<file path="config.mk">
export PLATFORM = sky130hd
export DESIGN_NAME = mem_access_unit
export DESIGN_NICKNAME = d
export VERILOG_FILES = /design/src/rtl/mem_access_unit.sv
export SDC_FILE = /design/constraint.sdc
export NUM_CORES = 1
export LEC_CHECK = 0
export BUFFER_PORTS_ARGS = -buffer_cell sky130_fd_sc_hd__clkbuf_2
export CAP_MARGIN = 20
export CORE_ASPECT_RATIO = 2
export CORE_MARGIN = 2
export CORE_UTILIZATION = 40
export DETAILED_ROUTE_END_ITERATION = 16
export PLACE_DENSITY_LB_ADDON = 0.1
export REMOVE_ABC_BUFFERS = 1
export SYNTH_ARGS = -nofsm -noshare
export SYNTH_HDL_FRONTEND = slang
export SYNTH_SLANG_ARGS = --single-unit
</file>
<file path="constraint.sdc">
create_clock -name clk -period 4.6 [get_ports clk]
set_input_delay 0.92 -clock clk [delete_from_list [all_inputs] [get_ports clk]]
set_output_delay 0.92 -clock clk [all_outputs]
set_load 0.03 [all_outputs]
</file>
<file path="src/rtl/mem_access_unit.sv">
// mem_access_unit: RV32I MEM-stage load/store handshake with lane steering and load formatting.
module mem_access_unit #(
  parameter int ADDR_W = 32,
  parameter int DATA_W = 32
) (
  input  logic              clk,
  input  logic              rst,
  input  logic              valid_in,
  input  logic [6:0]        opcode,
  input  logic [2:0]        funct3,
  input  logic [ADDR_W-1:0] addr,
  input  logic [DATA_W-1:0] store_data,
  input  logic [DATA_W-1:0] dmem_rdata,
  input  logic              dmem_resp,
  output logic              dmem_read,
  output logic              dmem_write,
  output logic [ADDR_W-1:0] dmem_address,
  output logic [DATA_W-1:0] dmem_wdata,
  output logic [3:0]        dmem_byte_enable,
  output logic [DATA_W-1:0] load_data,
  output logic              stall,
  output logic              access_err
);
  typedef enum logic [1:0] {IDLE, BUSY, DONE} state_t;
  state_t state;
  logic is_ld, is_st, mem_op, legal, aligned, accept;
  logic ld_q;
  logic [2:0] f3_q;
  logic [1:0] off_q;
  logic [DATA_W-1:0] wdata_n, rsh, fmt;
  logic [3:0] be_n;
  always_comb begin
    is_ld   = opcode == 7'b0000011;
    is_st   = opcode == 7'b0100011;
    mem_op  = valid_in && (is_ld || is_st);
    legal   = is_ld ? (funct3 inside {3'b000, 3'b001, 3'b010, 3'b100, 3'b101})
                    : (funct3 inside {3'b000, 3'b001, 3'b010});
    aligned = funct3[1:0] == 2'b01 ? !addr[0] : funct3[1:0] == 2'b10 ? addr[1:0] == 2'b00 : 1'b1;
    accept  = state == IDLE && mem_op && legal && aligned;
    // rst gating keeps the handshake outputs quiet while reset is held
    stall      = !rst && (state == BUSY || accept);
    access_err = !rst && state == IDLE && mem_op && !(legal && aligned);
    wdata_n = is_ld ? '0 : funct3[1:0] == 2'b00 ? {4{store_data[7:0]}}
            : funct3[1:0] == 2'b01 ? {2{store_data[15:0]}} : store_data;
    be_n    = is_ld ? 4'b1111 : funct3[1:0] == 2'b00 ? 4'b0001 << addr[1:0]
            : funct3[1:0] == 2'b01 ? 4'b0011 << addr[1:0] : 4'b1111;
    rsh = dmem_rdata >> {off_q, 3'b000};
    fmt = f3_q == 3'b000 ? {{24{rsh[7]}}, rsh[7:0]}
        : f3_q == 3'b001 ? {{16{rsh[15]}}, rsh[15:0]}
        : f3_q == 3'b100 ? {24'h0, rsh[7:0]}
        : f3_q == 3'b101 ? {16'h0, rsh[15:0]} : dmem_rdata;
  end
  always_ff @(posedge clk or posedge rst) begin
    if (rst) begin
      state            <= IDLE;
      dmem_read        <= 1'b0;
      dmem_write       <= 1'b0;
      dmem_address     <= '0;
      dmem_wdata       <= '0;
      dmem_byte_enable <= 4'b0000;
      load_data        <= '0;
      ld_q             <= 1'b0;
      f3_q             <= 3'b000;
      off_q            <= 2'b00;
    end else begin
      case (state)
        IDLE: if (accept) begin
          state            <= BUSY;
          dmem_read        <= is_ld;
          dmem_write       <= is_st;
          dmem_address     <= {addr[ADDR_W-1:2], 2'b00};
          dmem_wdata       <= wdata_n;
          dmem_byte_enable <= be_n;
          ld_q             <= is_ld;
          f3_q             <= funct3;
          off_q            <= addr[1:0];
        end
        BUSY: if (dmem_resp) begin
          state      <= DONE;
          dmem_read  <= 1'b0;
          dmem_write <= 1'b0;
          if (ld_q) load_data <= fmt;
        end
        default: state <= IDLE;
      endcase
    end
  end
endmodule

</file>
== Yosys cells after proc, flatten, opt, wreduce, memory -nomap -nowiden ==
Index checks and enable logic that the tools add are counted.
Cells by class
  add/subtract/negate cells: 0
  multiply operators: 0
  divide/modulo/power cells: 0
  magnitude comparators: 0
  eq/ne operators: 14
  shift operators: 3
  muxes and demuxes: 21
  bitwise gates (word level): 0
  reduce and logical (&&, ||, !) cells: 26
Operators by type and width (count)
  32-bit two-way mux: 7
  32-bit by 5-bit right shift with 16-bit output: 1
  3-bit == test, second input constant: 4
  4-bit two-way mux: 3
  1-bit logical AND: 9
  7-bit by 2-bit == test with 1-bit output, second input constant: 1
  7-bit by 6-bit == test with 1-bit output, second input constant: 1
  3-bit by 1-bit == test with 1-bit output, second input constant: 2
  2-bit logical NOT: 3
  3-bit logical NOT: 2
  1-bit two-way mux: 6
  3-bit AND reduction: 2
  5-bit nonzero test: 1
  2-bit by 1-bit == test with 1-bit output, second input constant: 2
  2-bit two-way mux: 2
  2-bit inequality test, second input constant: 2
  1-bit case mux with 2 select lines: 2
  2-bit case mux with 2 select lines: 1
  2-bit AND reduction: 2
  1-bit by 2-bit left shift with 4-bit output, first input constant: 1
  2-bit by 2-bit left shift with 4-bit output, first input constant: 1
  3-bit by 2-bit == test with 1-bit output, second input constant: 1
  1-bit logical NOT: 3
  3-bit nonzero test: 1
  3 further kinds: 4
Word-level totals
  flip-flop bits (word level): 108
  latch bits: 0
  RAM bits: 0
  memory bits (read-only): 0
  input port bits: 110
  output and inout port bits: 104
  word-level logic and storage cells: 74
  memories kept: 0

== Longest topological paths before layout ==
Gate-level depths: netlist (run 1).
  word-level depth: 8
  depth in mapped cells: 9
  depth with buffers taken out: 6

== Worst setup path before layout (run 1) ==
Ideal clock, no wire load.
  path type: input-to-output
  start: input port rst
  end: output port stall
  arrival: 3.642 ns
  required time: 3.680 ns
  slack: 0.038 ns
  cell stages on the path: 2
  path buffers: 0
  cell sequence: inv_1 > o21a_1
On the way
  longest elaborated chain between the ends: 2
RTL lines
  from (decl): line 7  | input logic rst,
  1-bit logical NOT (no line)
  1-bit logical AND: line 41  | stall = !rst && (state == BUSY || accept);
  to (decl): line 21  | output logic stall,
No other way between the ends.

== Final worst setup path (run 1) ==
  start: input port funct3[0]
  end: output port stall
On the way
  longest elaborated chain between the ends: 7
  elaborated cells on any way between the ends: 16
  those cells by class: 6 x eq/ne; 3 x mux; 7 x reduce/logical
RTL lines
  from (decl): line 10  | input logic [2:0] funct3,
  3-bit by 1-bit == test with 1-bit output (tied with other cells): line 36, 37
  5-bit nonzero test / 3-bit nonzero test (equally long branches): line 36, 37
  1-bit two-way mux: line 36  | legal = is_ld ? (funct3 inside {3'b000, 3'b001, 3'b010, 3'b100, 3'b101})
  1-bit logical AND: line 39  | accept = state == IDLE && mem_op && legal && aligned;
  1-bit logical AND *: line 39
  1-bit logical OR *: line 41
  1-bit logical AND *: line 41
Mark *: on every way between the ends. The rest lies on a longest branch, timed or not.

==> metrics, run 1 <==
status=finished clean; Final nets=817; Die Y=172 um; Iter 0 DRT Violations=116; Layout area overhead=25.7%; Initial Util=40.7%; I/O Pins=214; final hold viol count=0; Post-CTS Setup Bufs=0; Sink Count=108; post-synthesis adder-cell area fraction=0.885%; critical-path maximum fanout=25; TritonCTS clock tree=done; Post-Syn Area=5660 um^2; Worst EP required=3.68 ns; most frequent cells in the layout=clkbuf_2 (211), dfrtp_1 (108), nor2_1 (49); H-tree depth=3; placed cell count=878; setup slack, reg-to-reg=2.29 ns; minimum clock period=3.35 ns; Worst EP arrival=2.43 ns; Die Wd=88.1 um; drt wl/cell=17.1 um; Slew @ Worst Pin=1.01 ns; top layer in use=met4; Startpoint Class=input pin; initial antenna violation count=0; sequential cell area fraction in the yosys report=47.8%; worst reg2reg path depth=4; final setup vio count=0; worst reg2reg endpoint=load_data[16]; share of layout cells above drive strength 1=43.8%; clock tree buffer depth=2; Final Cycle Share=72.8%; Relative slew margins=32.5%; skew final=0.00700 ns; Post-CTS Resized=0; Global Route Usage Sum=20.0%; Top FF cell, synth=dfrtp_1; Async SR Flop Fraction=100%; Syn Area/Cell=11.0 um^2; Yosys warnings=0; drt total wl=15300 um; Synth Area in Simple Gates=11.3%; Worst Hold Path EP=load_data[7]; WL met3=794 um; post-synthesis compound-gate area fraction=11.9%; final instance area=7110 um^2; total negative setup slack=0 ns; VDD IR max=0.178 mV; WL met2=8440 um; RSZ-0062 raised after global routing=false; hold_buf cts=0; Setup CP Type=in2out; share of synthesized area spent on multiplexers=22.0%; main combinational cell family by area after synthesis=multiplexers; clock transition at the registers of the reported paths=0.07 ns; global-route wire length before repair=23600 um; XOR/XNOR share of the synthesized area=0%; DRC violations left=0; routed vias/inst=5.07; synthesized flop and latch total=108; Final GP Congestion=0.883; die area=15200 um^2; Clock Latency Late Sink=0.34 ns; vias in the first global route=4772; Mapped Cells=512; commonest non-fill, non-tap cell in the layout=clkbuf_2; drt pass-1 iters=4; worst r2r src=off_q[1]; FP Rows=61; ANT cells=0; area of the multi-input gates=2620 um^2; Area contributors post-synth=dfrtp_1 (48%), mux2_2 (9.0%), mux2i_1 (6.7%), mux2_4 (6.1%), nor2_1 (3.3%); Cell Area, Placed=6730 um^2; largest net degree at the start of global routing=83; WL met1=5600 um; core area=13900 um^2; crit end category=output port; DR vias=4540; Routed Antenna Nets=0; static leakage=3.67 nW; dpl hpwl=11500 um; Reg area=2700 um^2; post-synth top area cell=dfrtp_1; Max Cap Violations=0; Worst Hold Class=reg2reg; Yosys top cell area share=47.8%; WHS Path Cells=2; hold_sp=load_data[7]; port bufs=211; clock root cell=clkbuf_16; hold slack=0.489 ns; fmax=299 MHz; Post-synth EDFFs=0; total grt overflow=0; max-slew violations=0; Num CTS Buffers=9; Setup WS pre-CTS=1.21 ns; Non-Filler Instances=896; PwrDens=333 nW/um^2; Synth cell types=47; final setup margin=1.25 ns; fill cell count=1350
worst max path at each step:
stage                         start     to  slack [ns]  cells after the start
after detailed placement  funct3[0]  stall        1.21                      6
after CTS                 funct3[0]  stall        1.22                      6
after global routing      funct3[0]  stall        1.07                      6
after floorplan           opcode[2]  stall       -0.46                      4
final                     funct3[0]  stall        1.25                      6
after global placement    funct3[0]  stall        1.27                      6
state kept, by name, summed over array words and instances, names as in the netlist:
register and count:
dmem_wdata 32, load_data 32, dmem_address 30, dmem_byte_enable 4, f3_q 3, off_q 2, state 2, dmem_read 1
dmem_write 1, ld_q 1
area by class of cell:
type                       count  area share (%)
clock inverter                 3           0.651
clock buffer                  12            3.61
tap                          189            3.33
multi-input combinational    345            36.9
inverter                      19            1.04
sequential                   108            38.0
timing repair buffer         220            16.5
kinds of logic after synthesis:
group,count (synthesis)
buffers and inverters,60
adder cells (fa/ha/maj),4
AO/OA/AOI/OAI,106
flip-flops,108
multiplexers,107
AND/OR/NAND/NOR,126
other,1
cells in the mapped netlist (6+ instances only):
cell	number
dfrtp_1	108
nor2_1	49
mux2_2	45
mux2i_1	38
a21oi_1	35
nand2_1	27
mux2_4	23
inv_1	19
o21ai_0	19
and2_1	18
o31ai_1	16
clkbuf_1	14
buf_2	11
nand2b_1	10
buf_4	8
a2bb2oi_1	7
o211ai_1	7
o22ai_1	6
o2bb2ai_1	6
critical path: stages:
cell	delay, ns
clkbuf_2	0.32
o21a_1	0.21
a21oi_1	0.19
and3b_4	0.40
o21a_1	0.18
clkbuf_2	0.20
report_power, final:
group | leakage, nW | switching (mW) | total [mW] | internal (mW)
clock network | 0.145 | 0.337 | 0.788 | 0.451
registers | 1.39 | 0.0506 | 1.07 | 1.02
logic | 2.13 | 0.322 | 0.508 | 0.186
total | 3.67 | 0.710 | 2.37 | 1.66
routing by layer:
metal	up-vias	GRT usage, %
li1	2165	-
met1	2194	21.3
met2	154	37.3
met3	27	3.82
met4	0	8.56
met5	-	0
metrics by stage:
stage          utilization, %  power (mW)
6_report                 51.2        2.37
4_1_cts                  50.7        2.41
3_5_place_dp             48.5        1.60
3_3_place_gp             48.5        1.59
5_1_grt                  51.2        2.50
2_1_floorplan               -        1.41
(Power assumes the default switching activity.)
==> inputs of run 2 (changes only) <==
- clock period: 4.6 -> 3 ns (I/O delays scaled with it)
==> run 2 against run 1 <==
Non-clock buffer count is 6 higher. Power grew 50%. First-iteration DRC count rose by 14%. Core utilization fell by 0.12 points. Sequential share of layout area grew 0.087 points. Sequential cell count unchanged. Combinational power up 54%. Worst hold slack worse by 0.29 ns. Largest power group unchanged. Highest routed layer unchanged.
==> metrics, run 2 (synthesis results as in run 1) <==
drt pass-1 iters=4 (unchanged); initial antenna violation count=0 (unchanged); Layout area overhead=25.4%; Max Cap Violations=0 (unchanged); PwrDens=502 nW/um^2 (+50%); drt wl/cell=17.0 um (-0.42%); static leakage=3.67 nW (about the same); Final GP Congestion=0.870 (-1.5%); Cell Area, Placed=6810 um^2 (+1.2%); I/O Pins=214 (unchanged); global-route wire length before repair=23600 um (unchanged); Routed Antenna Nets=0 (unchanged); largest net degree at the start of global routing=63 (-24%); DR vias=4534 (-0.13%); max-slew violations=0 (unchanged); fmax=402 MHz; total negative setup slack=0 ns (unchanged); Seq pwr share=46.2% (+0.9 points); crit end category=output port; Die Wd=88.1 um (unchanged); commonest non-fill, non-tap cell in the layout=clkbuf_2; placed cell count=887 (+1.0%); Top Registers=dmem_wdata (32), load_data (32), dmem_address (30); clock group share of total power=31.8% (-1.4 points); Die Y=172 um (unchanged); final setup margin=0.515 ns (-0.735 ns); Power, Total=3.56 mW (+50%); Clock Latency Late Sink=0.34 ns (about the same); combinational share of power=22.0% (+0.6 points); hold slack=0.199 ns (-0.290 ns); clock root cell=clkbuf_16; RSZ-0062 raised after global routing=false; critical-path maximum fanout=5 (-80%); Post-CTS Setup Bufs=0 (unchanged); port bufs=211 (unchanged); Setup CP Type=in2out; Non-Filler Instances=902 (+0.67%); Worst EP arrival=1.89 ns (-0.54 ns); Setup WS pre-CTS=0.503 ns (-0.711 ns); Startpoint Class=input pin; Internal Power=2.44 mW (+47%); skew final=0.00906 ns (+0.00206 ns); clock tree buffer depth=2 (unchanged); Final nets=823 (+0.73%); Num CTS Buffers=9 (unchanged); dpl hpwl=11700 um (+1.6%); VDD IR max=0.262 mV (+47%); total grt overflow=0 (unchanged); switching part of the total=31.4% (+1.4 points); share of layout cells above drive strength 1=44.5% (+0.61 points); Slew @ Worst Pin=1.06 ns (+0.0479 ns); status=finished clean; routed vias/inst=5.03 (-0.80%); H-tree depth=3 (unchanged); final hold viol count=0 (unchanged); minimum clock period=2.49 ns; most frequent cells in the layout=clkbuf_2 (211), dfrtp_1 (108), nor2_1 (49); clock transition at the registers of the reported paths=0.08 ns (about the same); Iter 0 DRT Violations=132 (+14%); Util after Layout=51.0% (-0.12 points); Initial Util=40.7% (unchanged); Relative slew margins=29.3% (-3.2 points); Psw=1.12 mW (+57%); core area=13900 um^2 (unchanged); Global Route Usage Sum=20.0% (about the same); vias in the first global route=4695 (-1.6%); TritonCTS clock tree=done; Worst EP required=2.40 ns (-1.28 ns); Sink Count=108 (unchanged); hold_buf cts=0 (unchanged); DRC violations left=0 (unchanged); final setup vio count=0 (unchanged); drt total wl=15300 um (+0.24%); final instance area=7090 um^2 (-0.23%); Post-CTS Resized=0 (unchanged); die area=15200 um^2 (unchanged); Final Cycle Share=82.8%; Worst Hold Class=in2async; ANT cells=0 (unchanged); FP Rows=61 (unchanged)
-- run 2: critical path: stages --
cell and delay [ns]:
clkbuf_2 0.13, inv_1 0.11, ha_1 0.18, inv_1 0.04, a21oi_1 0.22, and3b_4 0.27, o21a_1 0.13, clkbuf_2 0.20
-- run 2: layout make-up --
class,count,area (um^2)
Timing Repair Buffer,226,1180
Inverter,19,73.8
Multi-Input combinational cell,345,2620
Sequential cell,108,2700
Tap cell,189,236
Fill cell,1362,6800
Clock buffer,10,239
Clock inverter,5,37.5
-- run 2: power groups by stage --
stage                     Clock (mW)  Combinational (mW)  Sequential (mW)
final                           1.13               0.783             1.64
after global routing            1.23               0.854             1.66
after CTS                       1.18               0.794             1.64
after detailed placement           0               0.793             1.67
after global placement             0               0.782             1.67
after floorplan                    0               0.268             1.89
-- run 2: path summary, 6_finish.rpt --
check / from / cells after the start / slack (ns) / end
setup / recovery: addr[1] / 8 / 0.51 / stall
hold / removal: rst / 2 / 0.20 / dmem_read
setup reg to reg: state[0] / 5 / 1.06 / dmem_address[14]
hold reg to reg: dmem_wdata[17] / 1 / 0.50 / dmem_wdata[17]
max in group asynchronous: rst / 3 / 1.90 / dmem_wdata[12]
min in group clk: addr[19] / 2 / 0.48 / dmem_address[19]
-- run 2: metal layers --
metal | GRT usage (%) | up-vias | routed length, um
li1 | - | 2172 | -
met1 | 21.3 | 2187 | 5600
met2 | 37.7 | 153 | 8550
met3 | 4.06 | 22 | 806
met4 | 7.31 | 0 | 365
met5 | 0 | - | 0
==> inputs of run 3 (changes only) <==
- clock period: 3 -> 2.45 ns (I/O delays scaled with it)
==> run 3 against run 2 <==
Worst hold slack better by 0.072 ns. Register-to-register slack got worse by 0.54 ns. Combinational power up 23%. Non-clock buffer count rose by 10. Core utilization increased by 0.86 points. Cell area rose by 1.7%. Worst setup slack worse by 0.33 ns. Global-route usage down 0.18 points. Die area stayed put. Largest power group unchanged.
==> metrics, run 3 (synthesis results as in run 1) <==
TritonCTS clock tree=done; total grt overflow=0 (unchanged); drt wl/cell=16.8 um (-1.3%); Startpoint Class=input pin; CP max stage delay=0.28 ns (about the same); commonest non-fill, non-tap cell in the layout=clkbuf_2; Sink Count=108 (unchanged); Routed Antenna Nets=0 (unchanged); hold slack=0.272 ns (+0.0724 ns); share of layout cells above drive strength 1=45.2% (+0.77 points); Post-CTS Setup Bufs=0 (unchanged); worst r2r src=state[0]; largest net degree at the start of global routing=109 (+73%); critical-path maximum fanout=4 (-1); Max Cap Violations=0 (unchanged); RSZ-0062 raised after global routing=false; Worst Hold Class=in2async; Relative slew margins=39.5% (+10 points); skew final=0.00946 ns (+0.000400 ns); crit end category=output port; Final Cycle Share=92.6%; ANT cells=0 (unchanged); PwrDens=608 nW/um^2 (+21%); Post-CTS Resized=0 (unchanged); initial antenna violation count=0 (unchanged); CP max stage cell=and3b_4; Non-Filler Instances=912 (+1.1%); final setup vio count=0 (unchanged); Final GP Congestion=0.863 (-0.75%); Setup CP Type=in2out; H-tree depth=3 (unchanged); total negative setup slack=0 ns (unchanged); fmax=441 MHz; clock tree buffer depth=2 (unchanged); DRC violations left=0 (unchanged); Worst EP required=1.96 ns (-0.44 ns); Die Wd=88.1 um (unchanged); clock root cell=clkbuf_16; Top Registers=dmem_wdata (32), load_data (32), dmem_address (30); most frequent cells in the layout=clkbuf_2 (211), dfrtp_1 (108), nor2_1 (49); Slew @ Worst Pin=0.900 ns (-0.161 ns); max-slew violations=0 (unchanged); Global Route Usage Sum=19.8% (-0.18 points); Iter 0 DRT Violations=126 (-4.5%); FP Rows=61 (unchanged); hold_buf cts=0 (unchanged); dpl hpwl=11900 um (+1.5%); worst reg2reg path depth=6 (+1); Clock Latency Late Sink=0.34 ns (about the same); Initial Util=40.7% (unchanged); Die Y=172 um (unchanged); status=finished clean; core area=13900 um^2 (unchanged); die area=15200 um^2 (unchanged); setup slack, reg-to-reg=0.52 ns (-0.54 ns); worst reg2reg endpoint=dmem_wdata[9]; Num CTS Buffers=9 (unchanged); Util after Layout=51.9% (+0.86 points); CP Launch Point=addr[0]; final hold viol count=0 (unchanged); DR vias=4646 (+2.5%); port bufs=211 (unchanged); vias in the first global route=4833 (+2.9%); static leakage=3.74 nW (+1.8%); placed cell count=897 (+1.1%); clock transition at the registers of the reported paths=0.07 ns (about the same); Layout area overhead=27.5%; crit path to=stall; drt pass-1 iters=4 (unchanged); Final nets=833 (+1.2%); Worst EP arrival=1.78 ns (-0.11 ns); I/O Pins=214 (unchanged); drt total wl=15300 um (-0.21%); VDD IR max=0.346 mV (+32%); routed vias/inst=5.09 (+1.3%); global-route wire length before repair=23300 um (-1.3%); minimum clock period=2.27 ns; crit path cell chain=clkbuf_2 -> inv_1 -> ha_1 -> inv_1 -> a21oi_1 -> and3b_4 -> o21a_1 -> clkbuf_2
## run 3: changes by cell type in the layout (fill, tap and decap cells not counted)
cell,change
clkinv_4,+1
clkinvlp_4,-1
buf_12,+3
inv_8,+1
clkinv_2,-1
buf_4,+7
## run 3: power breakdown
group          internal [mW]  total [mW]  switching [mW]
clock                  0.727        1.40           0.676
combinational          0.356       0.966           0.609
sequential              1.92        2.01          0.0905
total                   3.01        4.38            1.38
## run 3: worst min path at each step
stage / from / end / cells after the start / slack [ns]
2_1_floorplan: ld_q / ld_q / 2 / 0.52
3_3_place_gp: load_data[2] / load_data[2] / 2 / 0.48
3_5_place_dp: load_data[6] / load_data[6] / 2 / 0.47
4_1_cts: rst / dmem_wdata[23] / 3 / 0.33
5_1_grt: rst / dmem_wdata[31] / 3 / 0.34
6_report: rst / load_data[7] / 3 / 0.27
## run 3: worst max-delay path: cells and delay by family
kind	cells	cell delay, ns
compound gates	2	0.37
fa+ha+maj	1	0.18
buf+inv	4	0.47
simple gates	1	0.28
## run 3: layer usage
| metal | track usage (%) | vias up | share of wire [%] |
|---|---|---|---|
| met5 | 0 | - | 0 |
| met4 | 10.3 | 0 | 4.3 |
| met3 | 3.72 | 38 | 4.8 |
| met2 | 36.1 | 172 | 55 |
| met1 | 21.1 | 2236 | 36 |
| li1 | - | 2200 | - |
## run 3: final cells by class
type,count,area (um^2)
Clock buffer,10,239
Tap cell,189,236
Fill cell,1308,6680
Timing Repair Buffer,236,1290
Sequential cell,108,2700
Clock inverter,5,45.0
Inverter,19,73.8
Multi-Input combinational cell,345,2620
## run 3: through the flow
step                      worst slack, ns  total power [mW]  area (um^2)
after detailed placement            0.118              3.03         6930
after global placement              0.117              3.01         6930
after global routing               0.0817              4.60         7210
after CTS                           0.161              4.45         7210
final                               0.180              4.38         7210
after floorplan                     -1.75              2.64         5390
